===== config.mk =====
export PLATFORM = sky130hd
export DESIGN_NAME = imem_boot_ctrl
export DESIGN_NICKNAME = d
export VERILOG_FILES = /design/src/rtl/imem_boot_ctrl_pkg.sv /design/src/rtl/imem_boot_ctrl.sv
export SDC_FILE = /design/constraint.sdc
export NUM_CORES = 1
export LEC_CHECK = 0
export ABC_AREA = 1
export CORE_MARGIN = 4
export CORE_UTILIZATION = 50
export CTS_BUF_LIST = sky130_fd_sc_hd__clkbuf_16
export DETAILED_ROUTE_END_ITERATION = 7
export PLACE_DENSITY = 0.79
export SLEW_MARGIN = 10
export SYNTH_ARGS = -nofsm -noshare
export SYNTH_HDL_FRONTEND = slang
export SYNTH_SLANG_ARGS = --single-unit
export TNS_END_PERCENT = 5

===== constraint.sdc =====
create_clock -name clk -period 5.5 [get_ports clk]
set_input_delay 0.55 -clock clk [delete_from_list [all_inputs] [get_ports clk]]
set_output_delay 0.55 -clock clk [all_outputs]
set_load 0.02 [all_outputs]

===== src/rtl/imem_boot_ctrl_pkg.sv =====
// Shared types and widths for the instruction-memory boot-load controller.
package imem_boot_ctrl_pkg;

   localparam int INSTR_LEN = 32;

   typedef enum logic [1:0] {
      BOOT_HOLD  = 2'd0,
      BOOT_LOAD  = 2'd1,
      BOOT_DRAIN = 2'd2,
      BOOT_RUN   = 2'd3
   } boot_state_e;

endpackage


===== src/rtl/imem_boot_ctrl.sv =====
// Boot-load controller: streams instruction words into IMEM from address 0,
// holding the CPU in reset until the final registered write has committed.
module imem_boot_ctrl
   import imem_boot_ctrl_pkg::*;
#(
   parameter int IMEM_SIZE = 1024,
   parameter int AW        = 10
) (
   input  logic                 clk,
   input  logic                 rst,
   input  logic                 load_start,
   input  logic [AW:0]          load_len,
   input  logic                 s_valid,
   input  logic [INSTR_LEN-1:0] s_data,
   output logic                 s_ready,
   output logic                 mem_we,
   output logic [AW-1:0]        mem_waddr,
   output logic [INSTR_LEN-1:0] mem_wdata,
   output logic                 cpu_hold,
   output logic                 load_done,
   output logic [AW:0]          words_loaded,
   output logic [31:0]          checksum,
   output logic                 err,
   output logic [1:0]           boot_state
);

   localparam logic [AW:0] MAX_LEN = (AW+1)'(IMEM_SIZE);
   localparam logic [AW:0] ONE     = (AW+1)'(1);

   boot_state_e          state_q, state_d;
   logic [AW:0]          len_q, len_d;
   logic [AW:0]          words_q, words_d;
   logic [31:0]          csum_q, csum_d;
   logic                 we_q, we_d;
   logic [AW-1:0]        waddr_q, waddr_d;
   logic [INSTR_LEN-1:0] wdata_q, wdata_d;
   logic                 done_q, done_d;
   logic                 err_q, err_d;
   logic [AW:0]          words_inc;

   assign words_inc = words_q + ONE;

   always_comb begin
      state_d = state_q;
      len_d   = len_q;
      words_d = words_q;
      csum_d  = csum_q;
      we_d    = 1'b0;
      waddr_d = waddr_q;
      wdata_d = wdata_q;
      done_d  = done_q;
      err_d   = err_q;
      case (state_q)
         BOOT_HOLD, BOOT_RUN: begin
            if (load_start) begin
               words_d = '0;
               csum_d  = '0;
               if (load_len == '0) begin
                  state_d = BOOT_RUN;
                  done_d  = 1'b1;
               end else begin
                  state_d = BOOT_LOAD;
                  done_d  = 1'b0;
                  // Clamping keeps the write address from ever wrapping.
                  if (load_len > MAX_LEN) begin
                     len_d = MAX_LEN;
                     err_d = 1'b1;
                  end else begin
                     len_d = load_len;
                  end
               end
            end
         end
         BOOT_LOAD: begin
            if (s_valid) begin
               we_d    = 1'b1;
               waddr_d = words_q[AW-1:0];
               wdata_d = s_data;
               csum_d  = csum_q + s_data;
               words_d = words_inc;
               if (words_inc == len_q) state_d = BOOT_DRAIN;
            end
         end
         BOOT_DRAIN: begin
            // The final write is on the port this cycle; release only after it commits.
            state_d = BOOT_RUN;
            done_d  = 1'b1;
         end
         default: state_d = BOOT_HOLD;
      endcase
   end

   always_ff @(posedge clk or posedge rst) begin
      if (rst) begin
         state_q <= BOOT_HOLD;
         len_q   <= '0;
         words_q <= '0;
         csum_q  <= '0;
         we_q    <= 1'b0;
         waddr_q <= '0;
         wdata_q <= '0;
         done_q  <= 1'b0;
         err_q   <= 1'b0;
      end else begin
         state_q <= state_d;
         len_q   <= len_d;
         words_q <= words_d;
         csum_q  <= csum_d;
         we_q    <= we_d;
         waddr_q <= waddr_d;
         wdata_q <= wdata_d;
         done_q  <= done_d;
         err_q   <= err_d;
      end
   end

   assign s_ready      = (state_q == BOOT_LOAD);
   assign cpu_hold     = (state_q != BOOT_RUN);
   assign mem_we       = we_q;
   assign mem_waddr    = waddr_q;
   assign mem_wdata    = wdata_q;
   assign load_done    = done_q;
   assign words_loaded = words_q;
   assign checksum     = csum_q;
   assign err          = err_q;
   assign boot_state   = state_q;

endmodule

==> qor.csv <==
metric,value,unit
status,finished clean,
multi-input logic area,3280,um^2
Sink Count,101,
RSZ-0062 raised after global routing,no,
Mapped Cells,858,
post-synthesis register bit count,101,
layout cells sized above 1,3.31,%
Initial DRC Count,255,
GPL Wtd Cong,0.953,
Yosys top cell area share,40.9,%
critical path arrival,3.60,ns
initial core utilization,51.2,%
Setup TNS,0,ns
post-cts hold buffer count,0,
Sw Ratio,45.8,%
GRT Residual Overflow,0,
register area,2530,um^2
die width,119,um
crit path time final,3.31,ns
Post-synth EDFFs,0,
Placed Area,7730,um^2
final non-filler cell total,1166,
Max Slew Vio Count,0,
total via count in the routed design,6136,
CP Class,flop to flop,
Least-Margin Pin Slew,1.14,ns
clock power share,15.2,%
Worst Path Required,5.79,ns
dpl hpwl,12900,um
fill count,1060,
remaining antenna violation count,0,
sequential share of power,27.8,%
root buf cell,clkbuf_16,
FP Rows,40,
CTS Buffer Depth,2,
fin worst setup slack,2.19,ns
cell area after layout,8040,um^2
clock slew seen by the registers of the worst setup and hold paths,0.07,ns
synthesis-to-layout area growth,30.0,%
drt first pass iters,5,
core box area,12100,um^2
postcts setup bufs,0,
Post-synth ARST share,100,%
top-count cell post-synth,nand2_1,
PD cells,553,nW/um^2
routed vias/inst,5.26,
crit path cell chain,"inv_1, ha_1, nand2_2, nor2_2, inv_1, a21oi_1, o21ai_0, nand2_1",
CP peak stage delay,0.91,ns
Comb power frac,57.0,%
CTS tree,yes,
Clock Latency Late Sink,0.35,ns
DRT Wirelength,17100,um
fin nets,1078,
worst vdd ir,289,uV
syn_area_per_cell,7.20,um^2
CP dominant cell by count,inv_1,
CTS buffer count,9,
antenna violations before repair,0,
CP bufs+invs,2,
Fin. Hold Viols,0,
crit start category,flop,
die area,14200,um^2
Area contributors post-synth,"dfrtp_1 41%, nand2_1 19%, ha_1 7.3%",
Hold Crit Class,flop to flop,
global-route wire length before repair,28600,um
Max Freq,0.302,GHz
pin count of the biggest net entering global routing,56,
Tcrit/Tclk final,60.3,%
Worst Skew,0.00473,ns
H-tree levels,3,
Wirelength per Cell,14.7,um
slowest CP cell,nor2_2,
"worst slack, placed",1.99,ns
diode count,0,
"critical path fanouts, max",54,
cell count after placement,1151,
Post-synth top cells,"308 x nand2_1, 101 x dfrtp_1, 82 x inv_1",
Worst setup EP type,flop,
number of global-route vias before repair,6002,
Setup-failing EPs final,0,
Port Buffers,138,
unique cell type count in the Yosys netlist,36,
register area share after synthesis,40.9,%
Top delay family on crit path,simple AND/OR/NAND/NOR gates,
"area leader, netlist",dfrtp_1,
total track usage,24.6,%
Synth warnings,0,
Max Cap Viol,0,
cell-internal power,0.00241,W
# DRC,0,
Rel. slew slack,24.1,%
Mapped Area,6180,um^2
die height,119,um
IO Count,139,
Resize count post-CTS,0,
Synth Net Count,942,
top_reg_cell synth,dfrtp_1,
P_sw,0.00203,W
Lkg Pwr,3.88,nW
## metal layers
layer	vias to the layer above	track usage (%)	share of wire, %
met3	30	4.70	5.8
met2	173	41.2	48
met4	0	7.89	2.0
li1	3078	-	-
met1	2855	32.1	44
met5	-	0	0
## cells in the final DEF (no fill, tap or decap), types with 2 or more instances in the layout
master,count
a21o_1,5
a21oi_1,56
a31oi_1,3
and2_1,3
buf_4,3
bufinv_16,2
clkbuf_16,9
clkdlybuf4s50_1,138
dfrtp_1,101
ha_1,36
inv_1,82
nand2_1,308
nand2_2,2
nand3_1,57
nand3b_1,3
nand4_1,3
nor2_1,62
nor2_2,5
nor3_1,7
nor4_1,3
o21ai_0,63
o21ai_1,4
o21ai_2,4
o21bai_1,5
o22ai_1,5
o31ai_1,9
or2_2,2
xor2_1,5
## per-stage QoR
stage / power (W) / util, % / hold WS, ns
after floorplan: 0.00282 / - / 0.465
after global placement: 0.00374 / 64.1 / 0.447
after detailed placement: 0.00377 / 64.1 / 0.457
after CTS: 0.00446 / 66.6 / 0.476
after global routing: 0.00480 / 66.6 / 0.485
final: 0.00444 / 66.6 / 0.479
## kinds of logic (layout without fill, tap and decap cells)
kind of cell	Yosys count	count (layout)	share of synthesized area [%]
adders and majority gates	37	37	7.61
xor gates and xnor gates	6	6	0.850
and+or+nand+nor	456	456	30.0
AOI/OAI and AO/OA	160	160	14.6
buffers and inverters	98	238	6.05
DFF	101	101	40.9
## flip-flops by register name, indices dropped and copies added (netlist names)
name / count
mem_we: 1
len_q: 11
mem_wdata: 32
mem_waddr: 10
load_done: 1
words_loaded: 11
err: 1
boot_state: 2
checksum: 32
## power groups by stage
stage	clock network [W]	registers (W)	logic, W
floorplan	0	0.00151	0.00131
global placement	0	0.00124	0.00249
detailed placement	0	0.00125	0.00253
CTS	0.000682	0.00124	0.00254
global route	0.000707	0.00128	0.00281
finish	0.000673	0.00123	0.00253
## worst paths after layout
path	cells past startpoint	to	slack, ns	startpoint
worst max-delay path	8	checksum[13]	2.19	boot_state[1]
worst min-delay path	1	err	0.48	err
worst max register to register	8	checksum[13]	2.19	boot_state[1]
worst min register to register	1	err	0.48	err
max in group asynchronous	3	checksum[27]	3.77	rst
min in group asynchronous	2	mem_wdata[3]	0.62	rst
## worst register-to-register path: stages, from the launching register on
cell	delay (ns)
dfrtp_1	0.42
inv_1	0.09
ha_1	0.24
nand2_2	0.61
nor2_2	0.92
inv_1	0.51
a21oi_1	0.26
o21ai_0	0.11
nand2_1	0.08
## area by class of cell
| class | count | share of cell area (%) |
|---|---|---|
| Clock inverter | 6 | 0.997 |
| Clock buffer | 9 | 2.80 |
| Timing Repair Buffer | 141 | 17.5 |
| Tap cell | 168 | 2.62 |
| Inverter | 82 | 3.86 |
| Sequential cell | 101 | 31.5 |
| Multi-Input combinational cell | 659 | 40.8 |
Note: power is estimated with default switching activity, not from simulation.
